==> config.mk <==
export PLATFORM = sky130hd
export DESIGN_NAME = pzcorebus_response_packet_fifo
export DESIGN_NICKNAME = d
export VERILOG_FILES = /design/src/rtl/pzcorebus_response_packet_fifo.sv
export SDC_FILE = /design/constraint.sdc
export NUM_CORES = 1
export LEC_CHECK = 0
export CORE_ASPECT_RATIO = 1.25
export CORE_MARGIN = 5
export CORE_UTILIZATION = 35
export CTS_BUF_LIST = sky130_fd_sc_hd__clkbuf_8 sky130_fd_sc_hd__clkbuf_16
export DETAILED_ROUTE_END_ITERATION = 10
export MAX_ROUTING_LAYER = met4
export SETUP_SLACK_MARGIN = 0.4
export SLEW_MARGIN = 10
export SYNTH_ARGS = -nofsm -noshare
export SYNTH_HDL_FRONTEND = slang
export SYNTH_SLANG_ARGS = --single-unit
==> constraint.sdc <==
create_clock -name i_clk -period 3.15 [get_ports i_clk]
set_clock_uncertainty 0.15 [all_clocks]
set_input_delay 0.945 -clock i_clk [delete_from_list [all_inputs] [get_ports i_clk]]
set_output_delay 0.945 -clock i_clk [all_outputs]
set_load 0.02 [all_outputs]
==> src/rtl/pzcorebus_response_packet_fifo.sv <==
// Burst-aware response FIFO for the pzcorebus response path (slave side -> master side).
// With PACKET_MODE a burst is released upstream only once its last beat is stored, unless the FIFO fills up.
module pzcorebus_response_packet_fifo #(
    parameter int DATA_WIDTH      = 32,
    parameter bit EVERY_BEAT_LAST = 1'b0,
    parameter int DEPTH           = 4,
    parameter int THRESHOLD       = DEPTH,
    parameter bit PACKET_MODE     = 1'b1,
    parameter bit FLAG_FF_OUT     = 1'b1
) (
    input  logic                         i_clk,
    input  logic                         i_rst,
    input  logic                         i_clear,
    output logic                         o_empty,
    output logic                         o_almost_full,
    output logic                         o_full,
    output logic [$clog2(DEPTH+1)-1:0]   o_word_count,
    output logic [$clog2(DEPTH+1)-1:0]   o_packet_count,
    output logic                         slave_sresp_valid_o,
    output logic [DATA_WIDTH-1:0]        slave_sresp_o,
    output logic                         slave_sresp_last_o,
    input  logic                         slave_maccept_i,
    input  logic                         master_sresp_valid_i,
    input  logic [DATA_WIDTH-1:0]        master_sresp_i,
    input  logic                         master_sresp_last_i,
    output logic                         master_maccept_o
);

    localparam int CW = $clog2(DEPTH + 1);
    localparam int PW = (DEPTH > 1) ? $clog2(DEPTH) : 1;

    if (DEPTH < 2) begin : g_depth_check
        $error("pzcorebus_response_packet_fifo: DEPTH must be at least 2");
    end
    if (THRESHOLD < 1 || THRESHOLD > DEPTH) begin : g_threshold_check
        $error("pzcorebus_response_packet_fifo: THRESHOLD must be within 1..DEPTH");
    end

    typedef enum logic {
        ST_WAIT    = 1'b0,
        ST_FORWARD = 1'b1
    } state_e;

    state_e              state_q, state_d;
    logic [PW-1:0]       wrPtr_q, wrPtr_d;
    logic [PW-1:0]       rdPtr_q, rdPtr_d;
    logic [CW-1:0]       wordCount_q, wordCount_d;
    logic [CW-1:0]       packetCount_q, packetCount_d;
    logic [DATA_WIDTH:0] mem_q [DEPTH];

    logic                emptyFlag;
    logic                fullFlag;
    logic                almostFullFlag;
    logic                push;
    logic                pop;
    logic                inLast;
    logic                headLast;
    logic                slaveValid;
    logic [DATA_WIDTH:0] headEntry;

    function automatic logic [PW-1:0] incPtr(input logic [PW-1:0] p);
        return (p == PW'(DEPTH - 1)) ? '0 : p + PW'(1);
    endfunction

    assign inLast    = EVERY_BEAT_LAST ? 1'b1 : master_sresp_last_i;
    assign headEntry = mem_q[rdPtr_q];
    assign headLast  = headEntry[DATA_WIDTH];

    assign master_maccept_o = !fullFlag;
    assign push             = master_sresp_valid_i && !fullFlag;
    assign pop              = slaveValid && slave_maccept_i;

    // In WAIT a beat is offered only when a whole burst is buffered, or when the FIFO is
    // full and must release a partial burst to avoid deadlock.
    always_comb begin
        slaveValid = !emptyFlag;
        if (PACKET_MODE && state_q == ST_WAIT) begin
            slaveValid = !emptyFlag && ((packetCount_q != '0) || fullFlag);
        end
    end

    always_comb begin
        wrPtr_d       = wrPtr_q;
        rdPtr_d       = rdPtr_q;
        wordCount_d   = wordCount_q;
        packetCount_d = packetCount_q;
        state_d       = state_q;
        if (i_clear) begin
            wrPtr_d       = '0;
            rdPtr_d       = '0;
            wordCount_d   = '0;
            packetCount_d = '0;
            state_d       = ST_WAIT;
        end else begin
            if (push) begin
                wrPtr_d = incPtr(wrPtr_q);
            end
            if (pop) begin
                rdPtr_d = incPtr(rdPtr_q);
            end
            case ({push, pop})
                2'b10:   wordCount_d = wordCount_q + CW'(1);
                2'b01:   wordCount_d = wordCount_q - CW'(1);
                default: wordCount_d = wordCount_q;
            endcase
            case ({push && inLast, pop && headLast})
                2'b10:   packetCount_d = packetCount_q + CW'(1);
                2'b01:   packetCount_d = packetCount_q - CW'(1);
                default: packetCount_d = packetCount_q;
            endcase
            if (PACKET_MODE) begin
                case (state_q)
                    ST_WAIT:    if (pop && !headLast) state_d = ST_FORWARD;
                    ST_FORWARD: if (pop && headLast)  state_d = ST_WAIT;
                    default:    state_d = ST_WAIT;
                endcase
            end else begin
                state_d = ST_WAIT;
            end
        end
    end

    always_ff @(posedge i_clk or posedge i_rst) begin
        if (i_rst) begin
            wrPtr_q       <= '0;
            rdPtr_q       <= '0;
            wordCount_q   <= '0;
            packetCount_q <= '0;
            state_q       <= ST_WAIT;
        end else begin
            wrPtr_q       <= wrPtr_d;
            rdPtr_q       <= rdPtr_d;
            wordCount_q   <= wordCount_d;
            packetCount_q <= packetCount_d;
            state_q       <= state_d;
        end
    end

    // Storage needs no reset: an entry is only read after it has been written.
    always_ff @(posedge i_clk) begin
        if (push) begin
            mem_q[wrPtr_q] <= {inLast, master_sresp_i};
        end
    end

    if (FLAG_FF_OUT) begin : g_flag_ff
        logic empty_q;
        logic full_q;
        logic almostFull_q;

        always_ff @(posedge i_clk or posedge i_rst) begin
            if (i_rst) begin
                empty_q      <= 1'b1;
                full_q       <= 1'b0;
                almostFull_q <= 1'b0;
            end else begin
                empty_q      <= (wordCount_d == '0);
                full_q       <= (wordCount_d == CW'(DEPTH));
                almostFull_q <= (wordCount_d >= CW'(THRESHOLD));
            end
        end

        assign emptyFlag      = empty_q;
        assign fullFlag       = full_q;
        assign almostFullFlag = almostFull_q;
    end else begin : g_flag_decode
        assign emptyFlag      = (wordCount_q == '0);
        assign fullFlag       = (wordCount_q == CW'(DEPTH));
        assign almostFullFlag = (wordCount_q >= CW'(THRESHOLD));
    end

    assign o_empty             = emptyFlag;
    assign o_full              = fullFlag;
    assign o_almost_full       = almostFullFlag;
    assign o_word_count        = wordCount_q;
    assign o_packet_count      = packetCount_q;
    assign slave_sresp_valid_o = slaveValid;
    assign slave_sresp_o       = headEntry[DATA_WIDTH-1:0];
    assign slave_sresp_last_o  = headLast;

endmodule

# After elaboration in Yosys (flattened, before gate mapping)
# Memories as Yosys holds them, arrays and structs flattened.
# Index checks and enable logic that the tools add are counted.
# word_totals
in_bits	38
mem_count	1
out_inout_bits	44
ram_bits	132
word_cells	56
ff_bits	14
# mem_list
name	depth	word_bits	rd	rd_ports_with_merged_regs	wr	line	text
mem_q	4	33	1	0	1	49	logic [DATA_WIDTH:0] mem_q [DEPTH];
# classes
n_mux	17
n_lt_le_gt_ge	1
eq_ne	7
n_bitwise	1
reduce_logical	15
add_sub_neg	6
# op_table
op	n
2-to-1 mux 2 bit	6
one-hot mux 3 bit (2 select lines)	2
== test 2 bit, second input constant	4
adder 3 x 1 -> 3 bit, second input constant	2
logical AND 1 bit	6
2-to-1 mux 1 bit	6
2-to-1 mux 3 bit	2
nonzero test 3 bit	2
subtractor 3 x 1 -> 3 bit, second input constant	2
adder 2 x 1 -> 2 bit, second input constant	2
== test 2 x 1 -> 1 bit, second input constant	2
nonzero test 2 bit	2
== test 3 bit, second input constant	1
>= comparator 3 bit, second input constant	1
logical NOT 1 bit	3
logical NOT 3 bit	1
one-hot mux 1 bit (2 select lines)	1
logical OR 1 bit	1
inverter 1 bit	1

# Longest topological paths before layout
# Gate-level depths: netlist of run 1.
# logic_depth
word_depth	9
depth_mapped	9
mapped_depth_nobuf	8

# Least setup slack after synthesis of run 1
# Ideal clock, no wire load.
# synth_timing
kind	in2reg
from	in master_sresp_valid_i
to	reg g_flag_ff.full_q, in the netlist o_full
slack_ns	0.133
arrival_ns	2.778
required_time_ns	2.912
path_buffers	1
setup_ns	0.088
cell_stages	9
path_cell_list	nor2b_1 > clkbuf_1 > inv_1 > ha_1 > fa_1 > xnor2_1 > or3_1 > a21oi_1 > nor3b_1
# synth_between
elab_chain_cells	5
word_cells_on_any_way	6
cone_classes	eq/ne (3); mux (2); reduce/logical (1)
# synth_lines
item	line	text
start: declaration	23	input logic master_sresp_valid_i,
logical AND 1 bit (*)	70	assign push = master_sresp_valid_i && !fullFlag;
== test 2 x 1 -> 1 bit / == test 2 bit (equally long branches)	101	case ({push, pop})
one-hot mux 3 bit (2 select lines) (*)	101	
2-to-1 mux 3 bit (*)	88	if (i_clear) begin
named net wordCount_d[2]	47	logic [CW-1:0] wordCount_q, wordCount_d;
== test 3 bit (*)	158	full_q <= (wordCount_d == CW'(DEPTH));
end signal: assignment	158	
end: declaration	148	logic full_q;
# The timed path passes the listed nets; every way through them passes the cells marked *.
# A chain may end at the register's enable or synchronous reset.

# Worst setup path in the final report of run 1
# layout_timing
from	reg rdPtr_q[0]
to	out slave_sresp_o[5]
# layout_between
elab_chain_cells	1
# layout_lines
item	line	text
start: declaration	46	logic [PW-1:0] rdPtr_q, rdPtr_d;
start signal: assignment	132	rdPtr_q <= rdPtr_d;
memory (4 x 33 bit)	n/a	
end: declaration	20	output logic [DATA_WIDTH-1:0] slave_sresp_o,
# Every way passes these cells.

==> results of run 1 <==
-- cells by family (layout without fill, tap and decap cells) --
kind of cell	Yosys count	in the layout	share of synthesized area (%)
flip-flops	145	145	77.5
AO/OA/AOI/OAI	7	7	0.949
adder cells (fa/ha/maj)	7	7	1.85
multiplexers	38	38	14.4
buffers and inverters	16	148	1.36
XOR/XNOR	6	6	1.08
AND/OR/NAND/NOR	30	30	2.87
-- repair_timing --
item / in CTS / in global routing
endpoints found under the setup margin: 37 / 40
buffers inserted: 6 / 1
cloned: 2 / 1
pin swaps: 6 / 4
resized for setup: 161 / 30
-- worst min-delay path, cell delays in order (launching register included) --
cell,delay (ps)
dfrtp_1,380
nor2_1,100
nor3_1,50
-- flip-flops by register name, indices dropped and copies added (netlist names) --
| register | cells |
|---|---|
| o_full | 1 |
| rdPtr_q | 2 |
| wrPtr_q | 2 |
| o_word_count | 2 |
| o_almost_full | 1 |
| state_q | 1 |
| mem_q | 132 |
| o_empty | 1 |
| o_packet_count | 3 |
-- worst paths after layout --
check	depth (start not counted)	end	start	slack, ps
max in group asynchronous	2	rdPtr_q[0]	i_rst	1750
min in group asynchronous	2	o_word_count[0]	i_rst	710
setup / recovery	4	slave_sresp_o[5]	rdPtr_q[0]	260
setup reg to reg	8	o_packet_count[2]	rdPtr_q[0]	380
hold / removal	2	state_q	state_q	420
hold reg to reg	2	state_q	state_q	420
-- cell type report --
cell class | count | area (um^2) | area share [%]
clock buffers | 17 | 425 | 5.58
clock inverters | 15 | 174 | 2.28
inverters | 5 | 21.3 | 0.279
multi-input cells | 88 | 1240 | 16.2
flip-flops and latches | 145 | 4300 | 56.4
well taps | 212 | 265 | 3.48
repair buffers | 111 | 1200 | 15.7
-- placed cells by master, fill, tap and decap left out, types with 5 or more instances in the layout --
master,n
edfxtp_1,132
clkdlybuf4s50_1,45
mux4_2,33
buf_6,24
clkbuf_16,18
buf_4,16
nor2_1,12
buf_2,10
buf_12,9
dfrtp_1,7
inv_1,5
clkinv_1,5
dfrtp_2,5
-- power by group --
part / leakage [nW] / switching [mW] / internal (mW)
clock: 0.295 / 0.714 / 1.30
sequential: 1.38 / 0.0562 / 2.25
combinational: 0.966 / 0.446 / 0.480
-- layer usage --
metal,vias up,track usage (%),part of all wire (%)
li1,1242,-,-
met1,1442,15.5,41
met2,70,21.9,52
met3,19,4.28,4.8
met4,0,4.87,1.6
met5,-,-,0
-- per-stage QoR --
stage          setup TNS (ps)  util (%)
5_1_grt                     0      48.9
4_1_cts                     0      48.2
6_report                    0      48.9
2_1_floorplan               0         -
3_3_place_gp            -35.5      44.2
3_5_place_dp             -110      44.2
==> metrics, run 1 <==
mapped cell area=5540 um^2; status=completed; Max-Cap Viols=0; Yosys Warn Count=0; pre-CTS setup slack=-110 ps; non-filler cells, final=a little under 600; power density cells=689 nW/um^2; post-synthesis cell type count=32; clock insertion delay at the later pin of the skew report=between 400 and 500 ps; top-area cell type share of the netlist area=71.6%; critical path arrival=between 1500 and 2000 ps; Post-synth EDFFs=about 130; vias in the first global route=slightly above 3000; Peak VDD IR=~0.33 mV; register area share after synthesis=approximately 77%; Worst-Margin Slew=around 540 ps; DR vias=~2800; Crit. End Element=output port; Async S/R FF share, synth=8.97%; pins over their slew limit=0; cells after synthesis=~250; ant diodes=0; Via density=between 4 and 5; worst-path maximum fanout=6; Final #Nets=between 400 and 500; fill count=1333; wire length per cell=roughly 19 um; clock sinks=about 150; first-pass GRT wire length=approximately 18000 um; clock-pin slew on the worst setup and hold paths=around 60 ps; worst setup margin=around 260 ps; area growth from synthesis to layout=37.5%; Mapped Avg Cell Area=22.2 um^2; placed cell count=roughly 550; number of CTS-inserted buffers=17; commonest cells in the synthesized netlist=edfxtp_1, mux4_2, dfrtp_1, nor2_1, clkbuf_1; Top Ports=between 80 and 90; synth top area cells=edfxtp_1, mux4_2, dfrtp_1; WP buf/inv=3; min-delay worst type=reg -> reg; Row Count=between 50 and 60; htree depth=4; syn nets=294; Max Freq=346 MHz; CTS tree=done; Pleak=2.64 nW; Worst path slowest cell=mux4_2; cell taking the most area after synthesis=edfxtp_1; CP required=between 2000 and 2500 ps; Worst Setup Start Kind=flip-flop; cell mode on critical path=buf_6; Core Box Area=between 15000 and 20000 um^2; Tmin final=between 2000 and 3000 ps; dpl cell area=around 6900 um^2; slowest stage delay, CP=~520 ps; Bufs on Longest Clock Path=2; DRC viols=0; Routed WL=~11000 um; worst relative slew slack=between 60% and 70%; CP top delay family=multiplexers; Final period util=approximately nine tenths; Synth Register Bits=about 150; HPWL Detailed=around 6900 um; count leader, synth=edfxtp_1; Die Ht=about 150 um; clock root buffer=clkbuf_16; antenna viol nets, final=0; antenna violations before repair=0; chip width=123 um; initial DRC count=148; largest net degree at the start of global routing=24; I/O Buffers=81; Most used DFF post-synth=edfxtp_1; CP Class=reg -> out; Hold Slack=421 ps; final design area excluding fillers=~7600 um^2; die area=between 15000 and 20000 um^2; worst path cell trace=buf_6 > buf_16 > mux4_2 > buf_6; final hold violations=0; Initial Util=around 36%; RSZ-0062 raised after global routing=yes; total track usage=roughly an eighth; Routability Congestion=between 0.7 and 0.8; Pre-antenna DRT Iters=4; Total Power=around 5.3 mW; layout cells sized above 1=about two fifths; Post-CTS Hold Buffers=0; Final setup viols=0; GRT overflow=0
Note: power is estimated with default switching activity, not from simulation.
==> run 2: changes to the inputs <==
--- a/config.mk
+++ b/config.mk
@@ -11,6 +11,7 @@
 export CTS_BUF_LIST = sky130_fd_sc_hd__clkbuf_8 sky130_fd_sc_hd__clkbuf_16
 export DETAILED_ROUTE_END_ITERATION = 10
 export MAX_ROUTING_LAYER = met4
+export PLACE_DENSITY = 0.65
 export SETUP_SLACK_MARGIN = 0.4
 export SLEW_MARGIN = 10
 export SYNTH_ARGS = -nofsm -noshare
==> metrics, run 2 (synthesis results as in run 1) <==
most common cell after layout, fill and taps aside=edfxtp_1; layout cells sized above 1=40.7% (+2.1 points); Row Count=51 (unchanged); CTS tree=done; DR vias=2744 (-1.0%); Pleak=2.68 nW (+1.7%); Final period util=93.3% (+1.5 points); ant diodes=0 (unchanged); clock insertion delay at the later pin of the skew report=410 ps (about the same); Hold Slack=423 ps (+2.66 ps); cell-internal power=3.96 mW (-2.0%); die area=18500 um^2 (unchanged); dpl cell area=6850 um^2 (-0.47%); power share of the clock group=36.4% (-2.0 points); final hold violations=0 (unchanged); Reg with most FFs=mem_q; pins over their slew limit=0 (unchanged); clock sinks=145 (unchanged); Final #Nets=420 (+1.7%); Final setup viols=0 (unchanged); CP Class=reg -> out; RSZ-0062 raised after global routing=yes; Post-CTS Hold Buffers=0 (unchanged); Comb pwr share=19.2% (+1.6 points); initial DRC count=180 (+22%); area growth from synthesis to layout=39.4%; Routed WL=10700 um (-3.3%); commonest cells after routing, fill and taps aside=edfxtp_1, clkdlybuf4s50_1, buf_6, mux4_2, buf_4; htree depth=4 (unchanged); Peak VDD IR=0.354 mV (+6.3%); antenna viol nets, final=0 (unchanged); Bufs on Longest Clock Path=2 (unchanged); chip width=123 um (unchanged); total track usage=12.9% (-0.45 points); Sw Ratio=24.0% (+0.79 points); final design area excluding fillers=7720 um^2 (+1.4%); Initial Util=35.6% (unchanged); worst relative slew slack=63.6% (-0.35 points); DRC viols=0 (unchanged); clock-pin slew on the worst setup and hold paths=60 ps (about the same); clock root buffer=clkbuf_16; Tmin final=2940 ps (+48.7 ps); wire length per cell=17.9 um (-4.5%); Via density=4.57 (-2.2%); Worst-Margin Slew=545 ps (+6.39 ps); Max-Cap Viols=0 (unchanged); Top Ports=82 (unchanged); min-delay worst type=reg -> reg; Core Box Area=15600 um^2 (unchanged); HPWL Detailed=6760 um (-2.4%); status=completed; number of CTS-inserted buffers=17 (unchanged); vias in the first global route=3036 (-0.91%); antenna violations before repair=0 (unchanged); Crit. End Element=output port; Switch Pwr=1.25 mW (+2.4%); max reg flops=132 (unchanged); power density cells=674 nW/um^2 (-2.3%); Sequential Power Share=44.4% (+0.4 points); critical path arrival=1850 ps (+50 ps); largest net degree at the start of global routing=22 (-8.3%); Routability Congestion=0.735 (-2.0%); Pre-antenna DRT Iters=4 (unchanged); worst-path maximum fanout=4 (-2); I/O Buffers=81 (unchanged); Max Freq=340 MHz (-1.7%); Die Ht=151 um (unchanged); first-pass GRT wire length=16800 um (-4.4%); GRT overflow=0 (unchanged); Worst Setup Start Kind=flip-flop; CP required=2050 ps (about the same)
## run 2: cell count changes in the layout (fill, tap and decap cells not counted), moves of 2 or more
cell / previous run / this run
bufinv_16: 4 / 2
buf_2: 10 / 0
clkinv_1: 5 / 2
buf_4: 16 / 21
inv_6: 0 / 2
clkdlybuf4s15_2: 2 / 0
buf_6: 24 / 37
clkinvlp_4: 1 / 3
## run 2: timing repair
action	CTS	global route
setup endpoints to repair	36	39
gates resized for setup	187	29
pin swaps	2	1
gates cloned	3	1
setup buffers	13	1
## run 2: worst paths after layout
check,startpoint,endpoint,slack (ps),cells past startpoint
min in group asynchronous,i_rst,o_almost_full,730,2
max reg2reg,rdPtr_q[0],o_packet_count[2],390,9
min reg2reg,state_q,state_q,420,2
min,state_q,state_q,420,2
max in group asynchronous,i_rst,rdPtr_q[1],1730,2
max,rdPtr_q[0],slave_sresp_o[15],210,5
## run 2: routing by layer
metal,share of wire (%),track usage (%),wire [um],vias to the layer above
li1,-,-,-,1254
met1,40,15.5,4310,1405
met2,53,20.6,5700,77
met3,5.8,3.95,617,8
met4,0.90,4.87,96,0
met5,0,-,0,-
## run 2: worst max-delay path, cell delays in order (launching register included)
cell and delay, ps:
dfrtp_2 410, buf_6 110, buf_6 120, clkbuf_16 150, mux4_2 500, buf_6 150
## run 2: layout make-up
type                       instances  area, um^2
tap                              212         265
clock buffer                      17         425
inverter                           5        21.3
multi-input combinational         88        1230
timing repair buffer             118        1340
fill                            1310        7850
clock inverter                    15         144
sequential                       145        4300
## run 2: power groups by stage
stage          sequential (mW)  combinational [mW]  clock (mW)
6_report                  2.31                1.00        1.89
3_5_place_dp              2.35               0.873           0
2_1_floorplan             2.36               0.447           0
5_1_grt                   2.32                1.07        2.03
4_1_cts                   2.31               0.966        1.93
3_3_place_gp              2.34               0.864           0
## run 2: metrics by stage
stage | power, mW | cells | setup slack, ps | setup TNS (ps) | util, %
global placement | 3.21 | 550 | -41.7 | -41.7 | 44.0
detailed placement | 3.22 | 550 | -97.2 | -111 | 44.0
CTS | 5.21 | 598 | 168 | 0 | 48.8
floorplan | 2.81 | 249 | 387 | 0 | -
global route | 5.42 | 600 | 149 | 0 | 49.6
finish | 5.20 | 600 | 210 | 0 | 49.6
